`src/rtl/mem_arb_pkg.sv`:
```
// mem_arb_pkg: shared definitions for the common-memory arbiter.
//   req_id_t        : requester identifiers (V=0, C=1, D=2)
//   tag_t           : read-return tag {valid, id} carried alongside the RAM latency
//   ram_lat_ok()    : legal range check for the RAM read latency parameter
package mem_arb_pkg;

   typedef enum logic [1:0] {
      ID_V = 2'd0,
      ID_C = 2'd1,
      ID_D = 2'd2
   } req_id_t;

   typedef struct packed {
      logic    valid;
      req_id_t id;
   } tag_t;

   localparam int unsigned RAM_LAT_MIN = 1;
   localparam int unsigned RAM_LAT_MAX = 4;

   function automatic bit ram_lat_ok(input int unsigned lat);
      return (lat >= RAM_LAT_MIN) && (lat <= RAM_LAT_MAX);
   endfunction

endpackage

```
`src/rtl/arb_tag_pipe.sv`:
```
// arb_tag_pipe: RAM_LAT-deep shift register of read tags. A tag entering with
// the registered RAM address leaves in the cycle mem_q carries its data.
//   clock, reset : memory clock, asynchronous active-high reset (clears all tags)
//   tag_i        : tag of the access granted this cycle
//   tag_o        : tag aligned with the current mem_q
module arb_tag_pipe
   import mem_arb_pkg::*;
#(
   parameter int unsigned RAM_LAT = 1
) (
   input  logic clock,
   input  logic reset,
   input  tag_t tag_i,
   output tag_t tag_o
);

   if (!ram_lat_ok(RAM_LAT)) begin : g_lat_chk
      $error("arb_tag_pipe: RAM_LAT out of range 1..4");
   end

   tag_t pipe_q [RAM_LAT];

   always_ff @(posedge clock or posedge reset) begin
      if (reset) begin
         for (int unsigned i = 0; i < RAM_LAT; i++) pipe_q[i] <= '0;
      end else begin
         pipe_q[0] <= tag_i;
         for (int unsigned i = 1; i < RAM_LAT; i++) pipe_q[i] <= pipe_q[i-1];
      end
   end

   assign tag_o = pipe_q[RAM_LAT-1];

endmodule

```
`src/rtl/mem_arbiter.sv`:
```
// mem_arbiter: shares one single-port synchronous RAM between video fetch (V),
// CPU (C) and DMA/blitter (D). One grant per cycle; RAM address, data and write
// strobe are registered; read data is routed back by a tag pipeline.
//   v_*   : video read port (req/addr in, ack/rdata/valid out)
//   c_*   : CPU port (req/addr/wdata/we in, ack/rdata/valid out)
//   d_*   : DMA port, same shape as the CPU port
//   mem_* : RAM interface (a/d/we registered, q is read data)
// Build option ARB_RR_EN: C and D share the lower level round-robin instead of
// fixed C > D with the D starvation override.
module mem_arbiter
   import mem_arb_pkg::*;
#(
   parameter int unsigned AW      = 16,
   parameter int unsigned DW      = 8,
   parameter int unsigned RAM_LAT = 1,
   parameter int unsigned STARVE  = 15
) (
   input  logic          clock,
   input  logic          reset,
   input  logic          v_req,
   input  logic [AW-1:0] v_addr,
   output logic          v_ack,
   output logic [DW-1:0] v_rdata,
   output logic          v_valid,
   input  logic          c_req,
   input  logic [AW-1:0] c_addr,
   input  logic [DW-1:0] c_wdata,
   input  logic          c_we,
   output logic          c_ack,
   output logic [DW-1:0] c_rdata,
   output logic          c_valid,
   input  logic          d_req,
   input  logic [AW-1:0] d_addr,
   input  logic [DW-1:0] d_wdata,
   input  logic          d_we,
   output logic          d_ack,
   output logic [DW-1:0] d_rdata,
   output logic          d_valid,
   output logic [AW-1:0] mem_a,
   output logic [DW-1:0] mem_d,
   output logic          mem_we,
   input  logic [DW-1:0] mem_q
);

   // A held request is masked in its ack cycle so it cannot be granted twice.
   logic v_el, c_el, d_el;
   assign v_el = v_req & ~v_ack;
   assign c_el = c_req & ~c_ack;
   assign d_el = d_req & ~d_ack;

   logic gnt_v, gnt_c, gnt_d;

`ifdef ARB_RR_EN
   logic rr_d_q;  // 1: D has the lower-level turn

   always_comb begin
      gnt_v = v_el;
      gnt_c = 1'b0;
      gnt_d = 1'b0;
      if (!v_el) begin
         if (c_el && d_el) begin
            gnt_c = ~rr_d_q;
            gnt_d = rr_d_q;
         end else begin
            gnt_c = c_el;
            gnt_d = d_el;
         end
      end
   end

   always_ff @(posedge clock or posedge reset) begin
      if (reset)      rr_d_q <= 1'b0;
      else if (gnt_c) rr_d_q <= 1'b1;
      else if (gnt_d) rr_d_q <= 1'b0;
   end
`else
   localparam logic [7:0] STARVE_L = 8'(STARVE);

   logic [7:0] starve_q, starve_d;
   logic       d_force;

   // A starved D outranks C but never V.
   assign d_force = d_el && (starve_q == STARVE_L);

   always_comb begin
      gnt_v = v_el;
      gnt_d = !v_el && d_el && (d_force || !c_el);
      gnt_c = !v_el && c_el && !d_force;
   end

   always_comb begin
      starve_d = starve_q;
      if (d_ack || !d_req)
         starve_d = '0;
      else if (d_el && !gnt_d && (starve_q != STARVE_L))
         starve_d = starve_q + 8'd1;
   end

   always_ff @(posedge clock or posedge reset) begin
      if (reset) starve_q <= '0;
      else       starve_q <= starve_d;
   end
`endif

   tag_t tag_in, tag_out;

   always_comb begin
      tag_in.valid = gnt_v | (gnt_c & ~c_we) | (gnt_d & ~d_we);
      tag_in.id    = gnt_v ? ID_V : (gnt_c ? ID_C : ID_D);
   end

   arb_tag_pipe #(.RAM_LAT(RAM_LAT)) u_tag_pipe (
      .clock (clock),
      .reset (reset),
      .tag_i (tag_in),
      .tag_o (tag_out)
   );

   always_ff @(posedge clock or posedge reset) begin
      if (reset) begin
         v_ack   <= 1'b0;
         c_ack   <= 1'b0;
         d_ack   <= 1'b0;
         mem_a   <= '0;
         mem_d   <= '0;
         mem_we  <= 1'b0;
         v_rdata <= '0;
         c_rdata <= '0;
         d_rdata <= '0;
         v_valid <= 1'b0;
         c_valid <= 1'b0;
         d_valid <= 1'b0;
      end else begin
         v_ack  <= gnt_v;
         c_ack  <= gnt_c;
         d_ack  <= gnt_d;
         mem_we <= 1'b0;
         if (gnt_v) begin
            mem_a <= v_addr;
            mem_d <= '0;
         end else if (gnt_c) begin
            mem_a  <= c_addr;
            mem_d  <= c_wdata;
            mem_we <= c_we;
         end else if (gnt_d) begin
            mem_a  <= d_addr;
            mem_d  <= d_wdata;
            mem_we <= d_we;
         end

         v_valid <= 1'b0;
         c_valid <= 1'b0;
         d_valid <= 1'b0;
         if (tag_out.valid) begin
            case (tag_out.id)
               ID_V: begin v_rdata <= mem_q; v_valid <= 1'b1; end
               ID_C: begin c_rdata <= mem_q; c_valid <= 1'b1; end
               ID_D: begin d_rdata <= mem_q; d_valid <= 1'b1; end
               default: ;
            endcase
         end
      end
   end

endmodule

```
`config.mk`:
```
export PLATFORM = sky130hd
export DESIGN_NAME = mem_arbiter
export DESIGN_NICKNAME = d
export VERILOG_FILES = /design/src/rtl/mem_arb_pkg.sv /design/src/rtl/arb_tag_pipe.sv /design/src/rtl/mem_arbiter.sv
export SDC_FILE = /design/constraint.sdc
export NUM_CORES = 1
export LEC_CHECK = 0
export BUFFER_PORTS_ARGS = -buffer_cell sky130_fd_sc_hd__buf_2
export CAP_MARGIN = 0
export CORE_ASPECT_RATIO = 0.9
export CORE_MARGIN = 2
export CORE_UTILIZATION = 48
export CTS_CLUSTER_DIAMETER = 120
export CTS_CLUSTER_SIZE = 8
export DETAILED_ROUTE_END_ITERATION = 10
export PLACE_DENSITY = 0.9
export SYNTH_ARGS = -nofsm -noshare
export SYNTH_HDL_FRONTEND = slang
export SYNTH_SLANG_ARGS = --single-unit
```
`constraint.sdc`:
```
create_clock -name clock -period 2.5 [get_ports clock]
set_clock_uncertainty 0.2 [all_clocks]
set_input_delay 0.25 -clock clock [delete_from_list [all_inputs] [get_ports clock]]
set_output_delay 0.25 -clock clock [all_outputs]
set_load 0.02 [all_outputs]
```
# After elaboration in Yosys (flattened, before gate mapping)
# Index checks and enable logic that the tools add are counted.
[classes]
div_mod_pow = 0
n_eq_ne = 4
n_addsub = 1
n_reduce_logical = 20
shifts = 0
multipliers = 0
bitwise_logic = 12
order_cmp = 0
n_mux = 19
[ops]
columns = ["op", "count"]
rows = [
  ["$mux W16", 3],
  ["$mux W8", 5],
  ["$mux W1", 9],
  ["$add A8 B1 Y8 const B", 1],
  ["$eq A8 B4 Y1 const B", 1],
  ["$ne A8 B4 Y1 const B", 1],
  ["$logic_and A1 B1 Y1", 7],
  ["$reduce_and A2 Y1", 3],
  ["$and A1 B1 Y1", 5],
  ["$logic_not A1 Y1", 5],
  ["$not A1 Y1", 5],
  ["$mux W2", 2],
  ["$reduce_bool A3 Y1", 1],
  ["$eq A2 B1 Y1 const B", 1],
  ["$eq A2 B2 Y1 const B", 1],
  ["$logic_not A2 Y1", 1],
  ["$logic_or A1 B1 Y1", 2],
  ["$or A1 B1 Y1", 2],
  ["$reduce_bool A2 Y1", 1],
]
[word_totals]
mem_count = 0
output_inout_bits = 55
latch_bits = 0
mem_bits_rw = 0
mem_bits_ro = 0
elab_cells = 71
ff_bits = 66

# Longest topological paths before layout
# Gate-level depths: netlist of run 1.
[logic_depth]
word_depth = 10
mapped_depth = 6

# Modules after synthesis
# From an unflattened synthesis of run 1, not the netlist that was laid out.
[unflattened]
hier_cells = 314
hier_area_um2 = 3108.0
[modules_own_cells]
columns = ["module", "area_per_inst_um2", "instances", "cells_per_inst", "seq_area_each_um2"]
rows = [
  ["mem_arbiter", 3029.2, 1, 310, 1576.5],
  ["arb_tag_pipe", 78.8, 1, 4, 75.1],
]

# Worst setup path before layout of run 1
# No wires, ideal clock.
[synth_timing]
path_type = "reg2reg"
from = "register starve_q[7]"
to = "register mem_d[0]"
period_less_slack_ns = 1.836
required_time_ns = 2.234
path_slack_ns = 0.664
path_buffers = 1
stages_incl_launch_ff = 6
setup_ns = 0.066
arrival_time_ns = 1.570
path_cell_list = "dfrtp_1 or4_4 o21ai_2 and3_1 buf_6 a221o_1"
[synth_between]
word_cells_on_any_way = 9
cone_classes = "eq/ne (1); mux (2); reduce/logical (6)"
[synth_lines]
columns = ["item", "line", "source"]
rows = [
  ["start, declared", "mem_arbiter.sv:79", "logic [7:0] starve_q, starve_d;"],
  ["start signal, assigned", "mem_arbiter.sv:101", "else starve_q <= starve_d;"],
  ["$eq A8 B4 Y1", "mem_arbiter.sv:83", "assign d_force = d_el && (starve_q == STARVE_L);"],
  ["$logic_and A1 B1 Y1", "mem_arbiter.sv:83", ""],
  ["$logic_or A1 B1 Y1", "mem_arbiter.sv:87", "gnt_d = !v_el && d_el && (d_force || !c_el);"],
  ["$logic_and A1 B1 Y1", "mem_arbiter.sv:87", ""],
  ["via gnt_d", "mem_arbiter.sv:51", "logic gnt_v, gnt_c, gnt_d;"],
  ["$reduce_bool A3 Y1 (no source line)", "-", ""],
  ["end signal, assigned", "mem_arbiter.sv:143", "mem_d <= c_wdata;"],
  ["end signal, assigned", "mem_arbiter.sv:147", "mem_d <= d_wdata;"],
  ["end, declared", "mem_arbiter.sv:40", "output logic [DW-1:0] mem_d,"],
]
# The timed path passes the listed nets, and every way through them passes these cells.
# A chain may end at the register's enable or synchronous reset.

# Worst setup path in the final report of run 1
[layout_timing]
from = "register starve_q[0]"
to = "register mem_a[14]"
[layout_between]
elab_chain_cells = 6
word_cells_on_any_way = 9
cone_classes = "eq/ne (1); mux (2); reduce/logical (6)"
[layout_rtl]
columns = ["item", "line", "source"]
rows = [
  ["$eq A8 B4 Y1 *", "mem_arbiter.sv:83", ""],
  ["$logic_and A1 B1 Y1 *", "mem_arbiter.sv:83", ""],
  ["$logic_not A1 Y1", "mem_arbiter.sv:88", "gnt_c = !v_el && c_el && !d_force;"],
  ["$logic_and A1 B1 Y1", "mem_arbiter.sv:88", ""],
  ["$mux W16", "mem_arbiter.sv:141", "end else if (gnt_c) begin"],
  ["$mux W16", "mem_arbiter.sv:138", "if (gnt_v) begin"],
  ["end signal, assigned", "mem_arbiter.sv:139", "mem_a <= v_addr;"],
  ["end signal, assigned", "mem_arbiter.sv:142", "mem_a <= c_addr;"],
  ["end signal, assigned", "mem_arbiter.sv:146", "mem_a <= d_addr;"],
  ["end, declared", "mem_arbiter.sv:39", "output logic [AW-1:0] mem_a,"],
]
# Every way passes the cells marked *; elsewhere a longest branch is shown, timed or not.

==> results.txt, run 1 <==
outcome -> completed
Seq. cell area -> 1652 sq um
Hold Crit Class -> input port to flop
Setup CP Type -> flop to flop
largest net degree at the start of global routing -> 67
post_cts resized -> 0
final net count -> 541
number of antenna violations at the first check in global routing -> 0
# DRC -> 0
Crit Path Max Fanout -> 12
gpl congestion -> 0.8930
sequential area share after synthesis -> 0.5274
CTS clk-pin slew, worst paths -> 0.08 ns
slew margin rel. -> 0.4029
max cap viols -> 0
RSZ-0062 raised after global routing -> false
vias in the first global route -> 3201
fraction of registers with async set/reset -> 1.000
Internal Power -> 0.002286 W
DRT Pass-1 Iters -> 6
Worst setup EP type -> flop
Worst Path Arrival -> 2.30 ns
Sequential Power Share -> 0.400
Routed WL -> 9.690 mm
Distinct cells, synth -> 47
EDFF count, synth -> 0
Mapped Area -> 3132 sq um
global-route wire length before repair -> 15.19 mm
clk sinks -> 66
CP Launch Type -> flop
CTS Buf Count -> 9
# rows -> 27
Setup Total Neg Slack -> 0 ns
Fillers -> 454
GRT overflow -> 0
min Tclk post-route -> 2.262 ns
worst hold slack -> 0.01630 ns
Port Buf Inserts -> 133
final critical-path share of the clock period -> 0.9047
syn nets -> 375
power per cell area -> 771.8 nW/um^2
Clock Power Share -> 0.331
CTS tree -> built
layout cell share with drive strength beyond 1 -> 0.3712
initial DRC count -> 392
Cells after Synth -> 295
via count -> 3179
largest buffer count on any clock path -> 2
clock root buffer -> clkbuf_8
Worst Tran Pin Value -> 0.8924 ns
Area growth syn-to-layout -> 40.91%
Pleak -> 2.249 nW
Final HPWL DP -> 6.100 mm
worst skew pair latency -> 0.35 ns
top_reg_cell synth -> dfrtp_1
GRT Overall Usage -> 0.2803
CORE AREA -> 6216 sq um
final slew viol count -> 0
net switching power -> 0.001120 W
DRT antenna net count -> 0
vias per inst -> 5.738
area occupied by multi-input gates -> 1311 sq um
WP data required -> 2.54 ns
Hold Vio Cnt, Final -> 0
FF+latch count, synth -> 66
Comb pwr share -> 0.269
Boundary Pins -> 134
Worst VDD drop -> 0.0004537 V
Max Clk Rate -> 0.4422 GHz
total die area -> 7188 sq um
initial core utilization -> 0.5038
Net Sw Frac -> 0.3288
Routed WL per cell -> 17.49 microns
die width -> 89.15 microns
# setup viols final -> 0
Die Height -> 80.63 microns
H-tree depth -> 3
Avg Inst Size Synth -> 10.62 sq um
number of synthesis warnings -> 0
==> path summary, 6_finish.rpt <==
check / slack (ns) / to / cells past startpoint / startpoint
max in group asynchronous: 1.52 / mem_a[4] / 4 / reset
min in group asynchronous: 0.31 / c_rdata[3] / 4 / reset
max: 0.24 / mem_a[14] / 5 / starve_q[0]
min reg2reg: 0.28 / d_rdata[1] / 2 / d_rdata[1]
max reg2reg: 0.24 / mem_a[14] / 5 / starve_q[0]
min: 0.02 / mem_a[10] / 3 / c_addr[10]
==> registers in the layout, summed over array words and instances, names as in the netlist <==
register,count
mem_d,8
v_rdata,8
mem_we,1
mem_a,16
u_tag_pipe.tag_o,3
d_valid,1
v_ack,1
c_ack,1
v_valid,1
c_valid,1
starve_q,8
c_rdata,8
d_ack,1
d_rdata,8
==> placed cells by master (no fill, tap or decap), types with 2 or more instances in the layout <==
cell type,synthesis,layout
a31oi_1,2,2
inv_6,0,2
clkbuf_8,0,9
nor2_1,17,17
o32a_1,3,3
inv_1,5,4
a221o_1,8,8
dlygate4sd3_1,0,31
buf_4,0,9
nor3_1,13,13
o2bb2ai_1,13,13
a21boi_0,2,2
buf_2,2,133
mux2_2,8,8
nand2_1,58,58
clkinv_1,2,2
dfrtp_1,66,66
and3_1,13,13
nand3_1,4,4
o221ai_1,14,14
bufinv_16,0,3
a211o_1,13,13
xor2_1,2,2
a21oi_1,4,4
nor2b_1,2,2
clkinv_4,0,2
a311oi_1,2,2
o21ai_0,3,3
nand3b_1,2,2
nand2b_1,2,2
==> per-stage QoR <==
step,utilization,setup slack (ns),instance area (sq um),cells,power (W)
detailed placement,0.6196,0.3232,3851,506,0.002238
finish,0.7099,0.2384,4413,554,0.003406
floorplan,-,0.3952,3132,295,0.001890
global route,0.7095,0.1009,4410,553,0.003564
CTS,0.7095,0.2848,4410,553,0.003401
global placement,0.6196,0.4013,3851,506,0.002205
==> per-layer routing <==
layer / part of all wire / track usage / vias to the layer above
li1: - / - / 1419
met1: 0.37 / 0.3207 / 1542
met2: 0.54 / 0.4993 / 185
met3: 0.068 / 0.06680 / 33
met4: 0.023 / 0.1090 / 0
met5: 0 / 0 / -
==> synth_stat cells, types with 2 or more instances <==
library cell	count	area, sq um
a211o_1	13	113.9
a21boi_0	2	15.01
a21oi_1	4	20.02
a221o_1	8	80.08
a311oi_1	2	17.52
a31oi_1	2	12.51
and3_1	13	81.33
buf_1	2	7.510
buf_2	2	10.01
buf_6	4	45.04
clkbuf_1	8	30.03
clkinv_1	2	7.510
dfrtp_1	66	1652
dlygate4sd1_1	2	17.52
inv_1	5	18.77
mux2_2	8	90.09
nand2_1	58	217.7
nand2b_1	2	12.51
nand3_1	4	20.02
nand3b_1	2	15.01
nor2_1	17	63.81
nor2b_1	2	12.51
nor3_1	13	65.06
o21ai_0	3	15.01
o221ai_1	14	122.6
o2bb2ai_1	13	113.9
o32a_1	3	30.03
xor2_1	2	17.52
==> power by group through the flow <==
| stage | Combinational (W) | Clock, W | Sequential, W |
|---|---|---|---|
| CTS | 0.000908 | 0.00114 | 0.00136 |
| finish | 0.000915 | 0.00113 | 0.00136 |
| floorplan | 0.000298 | 0 | 0.00159 |
| detailed placement | 0.000864 | 0 | 0.00137 |
| global route | 0.000991 | 0.00119 | 0.00138 |
| global placement | 0.000837 | 0 | 0.00137 |
==> timing repair <==
| item | CTS | global route |
|---|---|---|
| setup buffers | 0 | 0 |
| endpoints found under the hold margin | 112 | 0 |
| hold buffers | 31 | 0 |
| setup endpoints to repair | 0 | 0 |
==> cell type report <==
| cell class | instances | share of cell area |
|---|---|---|
| flip-flops and latches | 66 | 0.3743 |
| clock inverters | 7 | 0.02835 |
| clock buffers | 9 | 0.02807 |
| well taps | 87 | 0.02467 |
| multi-input cells | 203 | 0.2971 |
| diodes | 1 | 0.0005671 |
| inverters | 7 | 0.005954 |
| repair buffers | 174 | 0.2410 |
==> logic make-up (layout without fill, tap and decap cells) <==
| group | count (synthesis) | after routing | synth area share |
|---|---|---|---|
| and+or+nand+nor | 119 | 119 | 0.1834 |
| AOI/OAI and AO/OA | 71 | 71 | 0.1910 |
| DFF | 66 | 66 | 0.5274 |
| buffers and inverters | 26 | 197 | 0.05394 |
| muxes | 9 | 9 | 0.03196 |
| xor gates and xnor gates | 3 | 3 | 0.008391 |
| adders and majority gates | 1 | 1 | 0.003995 |
| other | 0 | 1 | 0 |
==> critical path, stage by stage (launching register included) <==
cell and delay [ns]:
dfrtp_1 0.40, ha_1 0.32, and3_1 0.25, nand3_1 0.35
and3_1 0.34, o32a_1 0.29
Power figures use the tool's default switching activity.
==> run 2: changes to the inputs <==
==> constraint.sdc (replaced) <==
create_clock -name clock -period 2.2 [get_ports clock]
set_clock_uncertainty 0.2 [all_clocks]
set_input_delay 0.22 -clock clock [delete_from_list [all_inputs] [get_ports clock]]
set_output_delay 0.22 -clock clock [all_outputs]
set_load 0.02 [all_outputs]
==> run 2 against run 1 <==
Net effect: setup slack worse by 0.14 ns; sequential power grew 14%; register-to-register slack got worse by 0.14 ns; fmax is 7.5% higher; flip-flop and latch count is the same; non-clock buffer count increased by 8; combinational power grew 14%; wire length is 1.8% higher; via count rose by 0.79%.
==> results.txt, run 2 (same netlist as run 1, synthesis figures left out) <==
Pleak -> 2.254 nW
Setup Total Neg Slack -> 0 ns
Hold Crit Class -> input port to flop
Crit Path Max Fanout -> 13
GRT overflow -> 0
Max Clk Rate -> 0.4754 GHz
gpl congestion -> 0.9170
Place WS -> 0.07874 ns
flop-to-flop setup slack -> 0.1 ns
slew margin rel. -> 0.5509
Hold Vio Cnt, Final -> 0
vias in the first global route -> 3253
CTS tree -> built
outcome -> completed
Worst Path Arrival -> 2.12 ns
CTS Buf Count -> 9
# rows -> 27
largest net degree at the start of global routing -> 37
Final HPWL DP -> 6.369 mm
Reg with most FFs -> mem_a
die width -> 89.15 microns
Worst setup EP type -> flop
critical path's largest stage delay -> 0.39 ns
Area growth syn-to-layout -> 41.19%
clk sinks -> 66
min Tclk post-route -> 2.104 ns
Worst VDD drop -> 0.0004179 V
Finished Layout Cells -> 561
WP data required -> 2.22 ns
final net count -> 549
initial core utilization -> 0.5038
GRT Overall Usage -> 0.2794
power per cell area -> 821.8 nW/um^2
most frequent cells in the layout -> 133 x buf_2, 66 x dfrtp_1, 58 x nand2_1, 32 x dlygate4sd3_1
worst hold slack -> 0.02234 ns
CP Launch Type -> flop
FF-to-FF path depth -> 6
vias per inst -> 5.711
number of antenna diodes -> 0
Worst Tran Pin Value -> 0.6712 ns
global-route wire length before repair -> 15.40 mm
DRT Pass-1 Iters -> 4
final critical-path share of the clock period -> 0.9562
worst skew pair latency -> 0.33 ns
# setup viols final -> 0
Reg2Reg Capture Point -> mem_a[10]
final slew viol count -> 0
Critical Path Slowest Stage Cell -> dfrtp_1
Routed WL -> 9.863 mm
post-route setup slack -> 0.09645 ns
Boundary Pins -> 134
total die area -> 7188 sq um
max cap viols -> 0
CORE AREA -> 6216 sq um
max FFs per register -> 16
PnR Total Power -> 0.003634 W
via count -> 3204
# DRC -> 0
clock root buffer -> clkbuf_8
commonest non-fill, non-tap cell in the layout -> buf_2
H-tree depth -> 3
Port Buf Inserts -> 133
layout cell share with drive strength beyond 1 -> 0.3861
Die Height -> 80.63 microns
initial DRC count -> 225
number of antenna violations at the first check in global routing -> 0
DRT antenna net count -> 0
reg2reg start -> starve_q[0]
Routed WL per cell -> 17.58 microns
CP Launch Point -> starve_q[0]
CTS clk-pin slew, worst paths -> 0.08 ns
crit path cell chain -> ha_2 -> and3_1 -> nand4_1 -> buf_4 -> o221ai_1 -> o2bb2ai_1
Setup crit end -> mem_a[10]
dpl cells -> 513
Setup CP Type -> flop to flop
largest buffer count on any clock path -> 2
## run 2: changes by cell type in the layout (fill, tap and decap cells not counted), sizes merged
cell | previous run | this run
buf | 143 | 150
bufinv | 3 | 1
clkinv | 4 | 5
clkinvlp | 0 | 1
diode | 1 | 0
dlygate4sd3 | 31 | 32
## run 2: per-stage QoR
step / util / area, sq um
6_report: 0.7114 / 4422
5_1_grt: 0.7114 / 4422
4_1_cts: 0.7099 / 4413
3_5_place_dp: 0.6260 / 3891
3_3_place_gp: 0.6260 / 3891
2_1_floorplan: - / 3132
## run 2: area by class of cell
class                   count  area (sq um)
clock inverters             7         77.57
fillers                   431          1794
multi-input cells         203          1320
repair buffers            182          1114
inverters                   7         26.28
well taps                  87         108.9
clock buffers               9         123.9
flip-flops and latches     66          1652
## run 2: what timing repair did
item,in CTS,in global routing
setup endpoints to repair,0,12
endpoints found under the hold margin,77,0
hold buffers,32,0
resized for setup,0,3
setup buffers,0,0
## run 2: where the power goes
part | leakage (nW) | switching, W | internal [W] | total [W]
Sequential | 0.815 | 0.000123 | 0.00142 | 0.00155
Combinational | 1.34 | 0.000629 | 0.000416 | 0.00104
Clock | 0.100 | 0.000508 | 0.000533 | 0.00104
Total | 2.25 | 0.00126 | 0.00237 | 0.00363
## run 2: worst min-delay path by stage
stage | to | cells after the start | start | slack, ns
floorplan | c_rdata[0] | 2 | mem_q[0] | 0.13
CTS | mem_d[4] | 3 | c_wdata[4] | 0.01
global placement | c_rdata[5] | 2 | reset | -0.04
finish | mem_d[3] | 3 | c_wdata[3] | 0.02
detailed placement | c_rdata[5] | 2 | reset | -0.03
global route | mem_d[3] | 3 | c_wdata[3] | 0.01
## run 2: layer usage
layer | track usage | vias up | routed length [microns]
met5 | 0 | - | 0
met2 | 0.4763 | 194 | 4996
met3 | 0.05961 | 44 | 771
li1 | - | 1437 | -
met4 | 0.1299 | 0 | 364
met1 | 0.3340 | 1529 | 3730
## run 2: worst max-delay path: cells and delay by family, from the launching register on
family / cells / cell delay, ns
and+or+nand+nor: 2 / 0.49
DFF: 1 / 0.39
AOI/OAI and AO/OA: 2 / 0.34
buffers and inverters: 1 / 0.30
adders and majority gates: 1 / 0.27
==> run 3: changes to the inputs <==
--- a/config.mk
+++ b/config.mk
@@ -13,7 +13,7 @@
 export CTS_CLUSTER_DIAMETER = 120
 export CTS_CLUSTER_SIZE = 8
 export DETAILED_ROUTE_END_ITERATION = 10
-export PLACE_DENSITY = 0.9
+export PLACE_DENSITY = 0.8
 export SYNTH_ARGS = -nofsm -noshare
 export SYNTH_HDL_FRONTEND = slang
 export SYNTH_SLANG_ARGS = --single-unit
==> run 3 against run 2 <==
Net effect: non-clock buffer count decreased by 5; setup slack got worse by 0.0014 ns; flip-flop and latch count is the same; critical path depth stayed put; wire length shrank 3.3%; clock power is 12% higher; global-route usage fell by 0.53 points; highest routed layer unchanged; die area unchanged; total power is 3.1% higher; register-to-register slack barely moved; combinational power about the same.
==> results.txt, run 3 (same netlist as run 1, synthesis figures left out) <==
initial core utilization -> 0.5038
die width -> 89.15 microns
Critical Path Slowest Stage Cell -> dfrtp_1
CTS tree -> built
Hold Vio Cnt, Final -> 0
Final HPWL DP -> 6.184 mm
# setup viols final -> 0
area occupied by multi-input gates -> 1325 sq um
reg2reg start -> starve_q[1]
layout cell share with drive strength beyond 1 -> 0.3838
WP data required -> 2.21 ns
flop-to-flop setup slack -> 0.1 ns
final instance area -> 4425 sq um
clock root buffer -> clkbuf_8
clk sinks -> 66
most frequent cells in the layout -> 133 x buf_2, 66 x dfrtp_1, 58 x nand2_1, 32 x dlygate4sd3_1, 16 x nor2_1
final slew viol count -> 0
vias per inst -> 5.739
via count -> 3191
Reg2Reg Capture Point -> mem_a[15]
CTS Buf Count -> 9
worst skew pair latency -> 0.34 ns
power per cell area -> 846.2 nW/um^2
Routed WL per cell -> 17.15 microns
Hold Path Sink -> mem_d[0]
PnR Total Power -> 0.003745 W
slew margin rel. -> 0.5704
Routed WL -> 9.537 mm
cell family with most CP delay -> simple AND/OR/NAND/NOR gates
Area growth syn-to-layout -> 41.31%
number of antenna violations at the first check in global routing -> 0
Pleak -> 2.247 nW
FF-to-FF path depth -> 6
Max Clk Rate -> 0.4751 GHz
largest buffer count on any clock path -> 2
# rows -> 27
max cap viols -> 0
Crit Path Max Fanout -> 13
# DRC -> 0
Reg with most FFs -> mem_a
DRT Pass-1 Iters -> 6
Setup CP Type -> flop to flop
H-tree depth -> 3
CTS clk-pin slew, worst paths -> 0.08 ns
commonest non-fill, non-tap cell in the layout -> buf_2
initial DRC count -> 334
final critical-path share of the clock period -> 0.9568
GRT Overall Usage -> 0.2741
HP Start -> c_wdata[0]
Placement Cell Area -> 3859 sq um
GRT overflow -> 0
vias in the first global route -> 3192
Fillers -> 471
Port Buf Inserts -> 133
total die area -> 7188 sq um
largest net degree at the start of global routing -> 49
global-route wire length before repair -> 14.99 mm
min Tclk post-route -> 2.105 ns
outcome -> completed
hold depth -> 3
Hold Crit Class -> input port to flop
Worst Path Arrival -> 2.11 ns
Die Height -> 80.63 microns
CORE AREA -> 6216 sq um
max FFs per register -> 16
critical path's largest stage delay -> 0.40 ns
Worst setup EP type -> flop
Worst VDD drop -> 0.0004296 V
DRT antenna net count -> 0
gpl congestion -> 0.8796
Crit path buffers/inverters -> 1
final net count -> 544
number of antenna diodes -> 0
Boundary Pins -> 134
CP Launch Type -> flop
Worst Tran Pin Value -> 0.6420 ns
Seq. cell area -> 1652 sq um
crit path cell chain -> ha_2 -> and3_1 -> nand4_1 -> buf_4 -> o221ai_1 -> o2bb2ai_1
## run 3: worst max-delay path by stage
stage,depth (start not counted),to,startpoint
floorplan,1,c_ack,reset
global placement,4,mem_a[14],starve_q[7]
detailed placement,4,mem_a[12],starve_q[7]
CTS,4,mem_d[7],starve_q[7]
global route,6,mem_a[4],starve_q[0]
finish,6,mem_a[15],starve_q[1]
## run 3: final cells by class
class                   instances  area share
clock inverters                 7     0.02290
multi-input cells             203      0.2994
clock buffers                   9     0.02799
repair buffers                177      0.2460
inverters                       7    0.005937
flip-flops and latches         66      0.3732
well taps                      87     0.02460
## run 3: stage by stage
stage / std cells / hold slack, ns / setup TNS, ns / worst slack, ns / utilization
6_report: 556 / 0.01244 / 0 / 0.09502 / 0.7120
5_1_grt: 556 / 0.02369 / -0.03922 / -0.02181 / 0.7120
4_1_cts: 555 / 0.004324 / 0 / 0.01845 / 0.7085
3_5_place_dp: 507 / 0.04495 / 0 / 0.06742 / 0.6208
3_3_place_gp: 507 / 0.03690 / 0 / 0.1575 / 0.6208
2_1_floorplan: 295 / 0.1254 / 0 / 0.1252 / -
## run 3: power breakdown
part,switching [W],internal [W]
sequential,0.000121,0.00142
clock,0.000509,0.000650
combinational,0.000629,0.000411
## run 3: worst register-to-register path, cell delays in order, from the launching register on
cell	delay [ns]
dfrtp_1	0.40
ha_2	0.27
and3_1	0.25
nand4_1	0.25
buf_4	0.29
o221ai_1	0.21
o2bb2ai_1	0.11
## run 3: per-layer routing
| metal | vias up | share of wire | track usage |
|---|---|---|---|
| met5 | - | 0 | 0 |
| met4 | 0 | 0.024 | 0.09851 |
| met3 | 28 | 0.084 | 0.06372 |
| met2 | 203 | 0.49 | 0.4578 |
| met1 | 1535 | 0.40 | 0.3457 |
| li1 | 1425 | - | - |
## run 3: timing repair
action,CTS,global route
resized for setup,0,5
endpoints found under the setup margin,0,13
hold buffers,32,0
setup buffers,0,1
endpoints found under the hold margin,65,0
